`src/rtl/hostif_irq_ctrl_if.sv`:
```
// Avalon-MM slave bus between the HPS lightweight bridge master and the
// host interrupt controller.
interface hostif_irq_ctrl_if #(
  parameter int unsigned ADDR_WIDTH = 3
);
  logic [ADDR_WIDTH-1:0] avs_s0_address;
  logic                  avs_s0_read;
  logic                  avs_s0_write;
  logic [31:0]           avs_s0_writedata;
  logic [3:0]            avs_s0_byteenable;
  logic [31:0]           avs_s0_readdata;
  logic                  avs_s0_readdatavalid;
  logic                  avs_s0_waitrequest;

  modport master (
    output avs_s0_address, avs_s0_read, avs_s0_write, avs_s0_writedata, avs_s0_byteenable,
    input  avs_s0_readdata, avs_s0_readdatavalid, avs_s0_waitrequest
  );

  modport slave (
    input  avs_s0_address, avs_s0_read, avs_s0_write, avs_s0_writedata, avs_s0_byteenable,
    output avs_s0_readdata, avs_s0_readdatavalid, avs_s0_waitrequest
  );
endinterface

```
`src/rtl/hostif_irq_ctrl.sv`:
```
// Host interrupt aggregator: edge-detected MN event sources plus the POWERLINK
// cycle-sync timer (source 0), combined into one registered interrupt line.
module hostif_irq_ctrl #(
  parameter int unsigned NUM_SRC     = 8,
  parameter int unsigned TIMER_WIDTH = 24,
  parameter int unsigned ADDR_WIDTH  = 3
) (
  input  logic               csi_c0_clock,
  input  logic               rsi_r0_reset,
  hostif_irq_ctrl_if.slave   avs,
  input  logic [NUM_SRC-2:0] coe_irq_src,
  output logic               ins_irq_irq
);
  localparam logic [ADDR_WIDTH-1:0] OFF_PENDING = ADDR_WIDTH'(0);
  localparam logic [ADDR_WIDTH-1:0] OFF_ENABLE  = ADDR_WIDTH'(1);
  localparam logic [ADDR_WIDTH-1:0] OFF_CTRL    = ADDR_WIDTH'(2);
  localparam logic [ADDR_WIDTH-1:0] OFF_PERIOD  = ADDR_WIDTH'(3);
  localparam logic [ADDR_WIDTH-1:0] OFF_COUNT   = ADDR_WIDTH'(4);
  localparam logic [ADDR_WIDTH-1:0] OFF_SET     = ADDR_WIDTH'(5);

  logic [NUM_SRC-1:0]     pending, enable;
  logic [1:0]             ctrl;
  logic [TIMER_WIDTH-1:0] period, count;
  logic [NUM_SRC-2:0]     src_q;
  logic [31:0]            readdata_q;
  logic                   rdv_q;
  logic                   irq_q;

  logic [31:0]            wmask, wbits, rd_mux;
  logic                   wr_pending, wr_enable, wr_ctrl, wr_period, wr_set;
  logic                   tick;
  logic [NUM_SRC-1:0]     set_bits, clr_bits, pending_next, enable_next;
  logic [1:0]             ctrl_next;
  logic [TIMER_WIDTH-1:0] period_next, count_next;
  logic                   unused_bits;

  assign wmask = {{8{avs.avs_s0_byteenable[3]}}, {8{avs.avs_s0_byteenable[2]}},
                  {8{avs.avs_s0_byteenable[1]}}, {8{avs.avs_s0_byteenable[0]}}};
  assign wbits = avs.avs_s0_writedata & wmask;
  assign unused_bits = ^{wbits, wmask};

  assign wr_pending = avs.avs_s0_write && (avs.avs_s0_address == OFF_PENDING);
  assign wr_enable  = avs.avs_s0_write && (avs.avs_s0_address == OFF_ENABLE);
  assign wr_ctrl    = avs.avs_s0_write && (avs.avs_s0_address == OFF_CTRL);
  assign wr_period  = avs.avs_s0_write && (avs.avs_s0_address == OFF_PERIOD);
  assign wr_set     = avs.avs_s0_write && (avs.avs_s0_address == OFF_SET);

  assign tick = ctrl[1] && (period != '0) && (count == period - TIMER_WIDTH'(1));

  // Set sources win over W1C on the same bit so no event is ever dropped.
  always_comb begin
    set_bits     = {coe_irq_src & ~src_q, tick};
    clr_bits     = '0;
    if (wr_set)     set_bits = set_bits | wbits[NUM_SRC-1:0];
    if (wr_pending) clr_bits = wbits[NUM_SRC-1:0];
    pending_next = (pending & ~clr_bits) | set_bits;

    enable_next = enable;
    if (wr_enable) enable_next = (enable & ~wmask[NUM_SRC-1:0]) | wbits[NUM_SRC-1:0];
    ctrl_next = ctrl;
    if (wr_ctrl) ctrl_next = (ctrl & ~wmask[1:0]) | wbits[1:0];
    period_next = period;
    if (wr_period) period_next = (period & ~wmask[TIMER_WIDTH-1:0]) | wbits[TIMER_WIDTH-1:0];
  end

  always_comb begin
    count_next = count;
    if (wr_period || period == '0 || tick) count_next = '0;
    else if (ctrl[1])                      count_next = count + TIMER_WIDTH'(1);
  end

  always_comb begin
    rd_mux = '0;
    case (avs.avs_s0_address)
      OFF_PENDING: rd_mux = 32'(pending);
      OFF_ENABLE:  rd_mux = 32'(enable);
      OFF_CTRL:    rd_mux = 32'(ctrl);
      OFF_PERIOD:  rd_mux = 32'(period);
      OFF_COUNT:   rd_mux = 32'(count);
      default:     rd_mux = '0;
    endcase
  end

  always_ff @(posedge csi_c0_clock) begin
    if (rsi_r0_reset) begin
      pending    <= '0;
      enable     <= '0;
      ctrl       <= '0;
      period     <= '0;
      count      <= '0;
      src_q      <= '0;
      readdata_q <= '0;
      rdv_q      <= 1'b0;
      irq_q      <= 1'b0;
    end else begin
      pending <= pending_next;
      enable  <= enable_next;
      ctrl    <= ctrl_next;
      period  <= period_next;
      count   <= count_next;
      src_q   <= coe_irq_src;
      rdv_q   <= avs.avs_s0_read;
      if (avs.avs_s0_read) readdata_q <= rd_mux;
      irq_q   <= ctrl[0] & (|(pending & enable));
    end
  end

  // A reset arriving while a response is on the bus suppresses that response.
  assign avs.avs_s0_readdatavalid = rdv_q & ~rsi_r0_reset;
  assign avs.avs_s0_readdata      = readdata_q;
  assign avs.avs_s0_waitrequest   = 1'b0;
  assign ins_irq_irq              = irq_q;
endmodule
```
`src/flat_wrapper.sv`:
```
// flat-port wrapper written by rule: the top's interface ports become plain ports
module hostif_irq_ctrl_flat 
#(
  parameter int unsigned NUM_SRC     = 8,
  parameter int unsigned TIMER_WIDTH = 24,
  parameter int unsigned ADDR_WIDTH  = 3
)
  (csi_c0_clock, rsi_r0_reset, coe_irq_src, ins_irq_irq, avs_avs_s0_address, avs_avs_s0_read, avs_avs_s0_write, avs_avs_s0_writedata, avs_avs_s0_byteenable, avs_avs_s0_readdata, avs_avs_s0_readdatavalid, avs_avs_s0_waitrequest);
  hostif_irq_ctrl_if #(.ADDR_WIDTH(ADDR_WIDTH)) avs_i ();
  input  logic csi_c0_clock;
  input  logic rsi_r0_reset;
  input  logic [NUM_SRC-2:0] coe_irq_src;
  output logic ins_irq_irq;
  input wire logic [$bits(avs_i.avs_s0_address)-1:0] avs_avs_s0_address;
  input wire logic [$bits(avs_i.avs_s0_read)-1:0] avs_avs_s0_read;
  input wire logic [$bits(avs_i.avs_s0_write)-1:0] avs_avs_s0_write;
  input wire logic [$bits(avs_i.avs_s0_writedata)-1:0] avs_avs_s0_writedata;
  input wire logic [$bits(avs_i.avs_s0_byteenable)-1:0] avs_avs_s0_byteenable;
  output wire logic [$bits(avs_i.avs_s0_readdata)-1:0] avs_avs_s0_readdata;
  output wire logic [$bits(avs_i.avs_s0_readdatavalid)-1:0] avs_avs_s0_readdatavalid;
  output wire logic [$bits(avs_i.avs_s0_waitrequest)-1:0] avs_avs_s0_waitrequest;
  assign avs_i.avs_s0_address = avs_avs_s0_address;
  assign avs_i.avs_s0_read = avs_avs_s0_read;
  assign avs_i.avs_s0_write = avs_avs_s0_write;
  assign avs_i.avs_s0_writedata = avs_avs_s0_writedata;
  assign avs_i.avs_s0_byteenable = avs_avs_s0_byteenable;
  assign avs_avs_s0_readdata = avs_i.avs_s0_readdata;
  assign avs_avs_s0_readdatavalid = avs_i.avs_s0_readdatavalid;
  assign avs_avs_s0_waitrequest = avs_i.avs_s0_waitrequest;
  hostif_irq_ctrl #(.NUM_SRC(NUM_SRC), .TIMER_WIDTH(TIMER_WIDTH), .ADDR_WIDTH(ADDR_WIDTH)) u_core (.csi_c0_clock(csi_c0_clock), .rsi_r0_reset(rsi_r0_reset), .avs(avs_i), .coe_irq_src(coe_irq_src), .ins_irq_irq(ins_irq_irq));
endmodule
```
`config.mk`:
```
export PLATFORM = sky130hd
export DESIGN_NAME = hostif_irq_ctrl_flat
export DESIGN_NICKNAME = d
export VERILOG_FILES = /design/src/rtl/hostif_irq_ctrl_if.sv /design/src/rtl/hostif_irq_ctrl.sv /design/src/flat_wrapper.sv
export SDC_FILE = /design/constraint.sdc
export NUM_CORES = 1
export LEC_CHECK = 0
export CAP_MARGIN = 10
export CELL_PAD_IN_SITES_DETAIL_PLACEMENT = 1
export CELL_PAD_IN_SITES_GLOBAL_PLACEMENT = 2
export CORE_AREA = 8 8 136 138
export CTS_BUF_LIST = sky130_fd_sc_hd__clkbuf_8 sky130_fd_sc_hd__clkbuf_16
export CTS_CLUSTER_SIZE = 16
export DETAILED_ROUTE_END_ITERATION = 16
export DIE_AREA = 0 0 144 146
export PLACE_DENSITY = 0.76
export SYNTH_ARGS = -nofsm -noshare
export SYNTH_HDL_FRONTEND = slang
export SYNTH_SLANG_ARGS = --single-unit
export TNS_END_PERCENT = 5
```
`constraint.sdc`:
```
create_clock -name csi_c0_clock -period 3.7 [get_ports csi_c0_clock]
set_input_delay 0.37 -clock csi_c0_clock [delete_from_list [all_inputs] [get_ports csi_c0_clock]]
set_output_delay 0.37 -clock csi_c0_clock [all_outputs]
set_load 0.05 [all_outputs]
```
==> metrics.yaml <==
clk_latency_ns: 0.36
postPlaceCellArea_um2: 5973
wl_per_cell_um: 18.00
grt_pass1_vias: 4986
drive_gt1_share_pct: 8.079
crit_chain: "inv_1 -> ha_1 -> or3b_2 -> nor2_4 -> nor2_1 -> or4_1 -> or4b_4 -> nor4_4 -> buf_4 -> nor4_1"
finalCriticalPeriod_ns: 3.295
fillers: 1949
period_share_pct: 89.06
post-cts-setup-buffers: 0
crit_buf_inv: 2
initialDrtViolationCount: 207
crit_path_top_delay_cell: "or4_1"
antenna_found_initial: 0
timing.final.setup_violations: 0
vias_per_cell: 5.223
synth_cell_types: 59
yosysMostFrequentCell: "dfxtp_1"
start_kind: "register"
ctsHoldBuffers: 0
irDropWorstVdd_v: 0.0002775
cp_top_family: "simple AND/OR/NAND/NOR gates"
rsz0062_at_grt: "false"
ys_top_cells_by_area: "dfxtp_1 (39%), xnor2_1 (7.0%), nor2_1 (6.1%), mux2i_1 (5.6%), nor3_1 (3.2%)"
worst_pin_slew_ns: 0.9856
ios: 85
max_freq_mhz: 303.5
yosysWarnings: 0
wirelength_um: 15770
status: "finished, final reports clean"
ant_nets: 0
yosys.area.top_type: "dfxtp_1"
syn-instance-count: 602
io_buffer_count: 66
grt_max_degree: 77
synth.yosys.seq_area_share_pct: 38.56
hpwl_um: 11950
yosys.area.top_type_share_pct: 38.56
skew_ns: 0.006975
num_antenna_cells: 0
syn_avg_cell_area_um2: 8.538
utilization_pct: 38.67
synthToLayoutAreaGrowth_pct: 22.54
end_kind: "register"
overflow: 0
synth-edff-count: 0
p_per_area_nw_per_um2: 397.8
root_buffer: "clkbuf_16"
finalSetupTns_ns: 0
die_w_um: 144
max_cap_viol_count: 0
critPathKind: "register to register"
ys_ff_latch: 99
clock_path_buffers: 2
drv_slew: 0
dieArea_um2: 21020
synth_commonest_cells: "dfxtp_1 (99), nor2_1 (83), nand2_1 (43), xnor2_1 (41), nor3_1 (33)"
hold_path.class: "register to register"
place_congestion: 0.8051
htreeDepth: 3
fin_area_um2: 6299
start_util_pct: 31.55
final_nets: 704
slew_headroom_pct: 33.79
die_y_um: 146
synth_top_flop_cell: "dfxtp_1"
cts.sinks: 99
final-hold-violation-count: 0
p_leak_nw: 2.335
rows: 47
grt_use_total_pct: 15.73
core_um2: 16290
synth-async-reset-ratio_pct: 0
crit_path_max_fanout: 10
grt_pass1_wl_um: 26380
netlist_area_um2: 5140
cts_tree: "built"
max_stage_delay_ns: 0.53
power.total_mw: 2.506
cts_inserted_buffers: 9
drc: 0
whs_ns: 0.4752
dr_total_vias: 4575
drt-pass1-iter-count: 7
cts_resized: 0
clkTransAtPathRegs_ns: 0.07
worst_ep_arrival_time_ns: 3.52
required_ns: 3.92
==> per-stage QoR <==
stage | setup WS, ns | std cells
floorplan | 0.5766 | 610
finish | 0.4049 | 876
global route | 0.2734 | 876
detailed placement | 0.4309 | 860
global placement | 0.5175 | 860
CTS | 0.4163 | 876
==> placed cells by master (no fill, tap or decap), types with 6 or more instances in the layout <==
cell / netlist / routed
a211oi_1: 6 / 6
mux2_2: 6 / 6
xor2_1: 18 / 18
and3_1: 11 / 11
a222oi_1: 7 / 7
nand4_1: 12 / 12
nor3_1: 33 / 32
a221oi_1: 18 / 18
nor2_1: 83 / 83
inv_1: 14 / 14
mux2i_1: 29 / 29
nor4_1: 24 / 24
nand2_1: 43 / 43
dfxtp_1: 99 / 99
a21oi_1: 19 / 19
a22oi_1: 6 / 6
conb_1: 1 / 9
clkdlybuf4s50_1: 0 / 65
buf_4: 9 / 13
clkbuf_16: 0 / 9
nand3_1: 17 / 17
nor2b_1: 8 / 8
xnor2_1: 41 / 41
==> area by class of cell <==
| class | count | area [um2] | area share (%) |
|---|---|---|---|
| inverters | 15 | 56.30 | 0.8939 |
| clock inverters | 7 | 100.1 | 1.589 |
| clock buffers | 9 | 225.2 | 3.576 |
| well taps | 220 | 275.3 | 4.370 |
| multi-input cells | 447 | 2907 | 46.15 |
| repair buffers | 79 | 753.2 | 11.96 |
| flip-flops and latches | 99 | 1982 | 31.47 |
==> kinds of logic after synthesis <==
family | after synthesis | synth area share [%]
compound gates | 76 | 10.95
xor+xnor | 59 | 10.05
fa+ha+maj | 3 | 0.7304
buf+inv | 64 | 5.696
flops | 99 | 38.56
mux | 36 | 7.400
other cells | 1 | 0.07296
simple gates | 264 | 26.53
==> report_power, final <==
part	internal, mW	switching (mW)	total (mW)
clock network	0.598	0.437	1.04
registers	1.09	0.0234	1.12
logic	0.135	0.217	0.353
total	1.83	0.678	2.51
==> final timing paths <==
kind            start                 end  slack, ns  cells after the start
min          register  u_core.ins_irq_irq       0.48                      2
max reg2reg  register    u_core.count[23]       0.40                     10
max          register    u_core.count[23]       0.40                     10
min reg2reg  register  u_core.ins_irq_irq       0.48                      2
==> per-layer routing <==
| layer | GRT usage, % | up-vias | part of all wire [%] |
|---|---|---|---|
| met4 | 4.840 | 0 | 1.5 |
| met2 | 26.79 | 64 | 49 |
| li1 | - | 2236 | - |
| met5 | 0 | - | 0 |
| met1 | 19.03 | 2256 | 46 |
| met3 | 3.675 | 19 | 3.3 |
==> tightest hold or removal path, cell delays in order (launching register included) <==
cell,delay (ns)
dfxtp_1,0.33
inv_1,0.06
a311oi_1,0.04
Note: power is estimated with default switching activity, not from simulation.
==> RTL edit (config.mk and constraints unchanged) <==
Put one more register stage on the output `ins_irq_irq`, cleared by the reset. The value now appears one clock later. The other outputs are not delayed to match.
--- a/src/rtl/hostif_irq_ctrl.sv
+++ b/src/rtl/hostif_irq_ctrl.sv
@@ -109,5 +109,11 @@
   assign avs.avs_s0_readdatavalid = rdv_q & ~rsi_r0_reset;
   assign avs.avs_s0_readdata      = readdata_q;
   assign avs.avs_s0_waitrequest   = 1'b0;
-  assign ins_irq_irq              = irq_q;
+  always_ff @(posedge csi_c0_clock) begin
+    if (rsi_r0_reset) begin
+      ins_irq_irq <= '0;
+    end else begin
+      ins_irq_irq <= irq_q;
+    end
+  end
 endmodule
Behaviour: not the same (a bounded check fails within 4 cycles, from zero or initial values and one cycle with rsi_r0_reset high).
==> RTL edit against the unedited design <==
Critical path depth down 1. Worst setup slack better by 360 ps. Synthesized area grew 6.0%. Sequential cell count up 1. Sequential share of layout area fell by 0.66 points. Design area rose by 3.2%. First-iteration DRC count grew 55%. Wire length increased by 2.6%. Power shrank 4.2%. Critical endpoint is now u_core.count[6]. Largest cell class unchanged.
==> RTL edit: results <==
{
  "status": "completed",
  "gp_congestion": 0.834,
  "power.leakage_uw": 0.00215,
  "synth_common_cells": "100 x dfxtp_1, 63 x nor2_1, 52 x nand2_1",
  "synth_area_leaders": "dfxtp_1 37%, xnor2_1 6.1%, nor2_1 4.3%, a211oi_1 3.9%, a21oi_1 3.8%",
  "finalNonFillerCells": 903,
  "irDropWorstVdd_mv": 0.203,
  "crit_arrival_ps": 3160,
  "synthDistinctLibCells": 63,
  "tightest_slew_ps": 831,
  "reg2reg_setup_slack_ps": 760,
  "grt_pass1_vias": 4932,
  "grt_usage": 0.158,
  "met2_usage": 0.232,
  "layout-drive-gt1-share": 0.102,
  "dp_hpwl_um": 12000,
  "p_int_uw": 1700,
  "met1_usage": 0.223,
  "dr.pass1.iters": 5,
  "crit_fanout": 25,
  "fin_nets": 731,
  "drtIter0Drc": 321,
  "fillers": 1915,
  "finalClockSkew_ps": 5.55,
  "met3_usage": 0.0262,
  "via_per_inst": 5.32,
  "seq_area_frac_synth": 0.367,
  "dp_cells": 887,
  "wirelength_um": 16200,
  "grt_pass1_wl_um": 26200
}
RTL edit: logic make-up after synthesis:
| family | after synthesis | share of synthesized area |
|---|---|---|
| AOI/OAI and AO/OA | 145 | 0.199 |
| xor gates and xnor gates | 52 | 0.0836 |
| adders and majority gates | 3 | 0.00689 |
| buffers and inverters | 77 | 0.0700 |
| DFF | 100 | 0.367 |
| muxes | 21 | 0.0423 |
| other | 1 | 0.000688 |
| and+or+nand+nor | 238 | 0.230 |
RTL edit: layer usage:
metal,wire length (um),vias up
li1,-,2355
met1,8290,2349
met2,6880,88
met3,742,15
met4,259,0
met5,0,-
RTL edit: metrics by stage:
step	area [um2]	utilization	setup slack [ps]	hold slack, ps
finish	6500	0.399	764	451
global route	6500	0.399	545	464
CTS	6500	0.399	764	456
detailed placement	6210	0.382	784	442
global placement	6210	0.382	830	450
floorplan	5480	-	1300	414
RTL edit: worst paths after layout:
path	from	to	cells after the start
setup / recovery	flop	u_core.count[6]	9
hold / removal	u_core.irq_q	u_core.ins_irq_irq	1
setup reg to reg	flop	u_core.count[6]	9
hold reg to reg	u_core.irq_q	u_core.ins_irq_irq	1
RTL edit: layout make-up:
cell class | count | area, um2 | area share
Clock inverter | 7 | 58.8 | 0.00905
Timing Repair Buffer | 80 | 761 | 0.117
Multi-Input combinational cell | 468 | 3110 | 0.478
Inverter | 19 | 71.3 | 0.0110
Sequential cell | 100 | 2000 | 0.308
Clock buffer | 9 | 225 | 0.0347
Tap cell | 220 | 275 | 0.0424
RTL edit: power by group through the flow:
stage                     Combinational, uW  Clock [uW]  Sequential, uW
after CTS                               342         962            1130
after floorplan                         185           0            1190
after detailed placement                341           0            1150
final                                   340         932            1130
after global routing                    367         999            1130
after global placement                  336           0            1150
RTL edit: critical path: stages, from the launching register on:
cell	delay, ps
dfxtp_1	390
inv_1	140
ha_1	290
nor3b_2	490
nand4_2	190
or3_1	390
a2bb2oi_1	160
and4_1	210
buf_4	370
a211oi_1	140
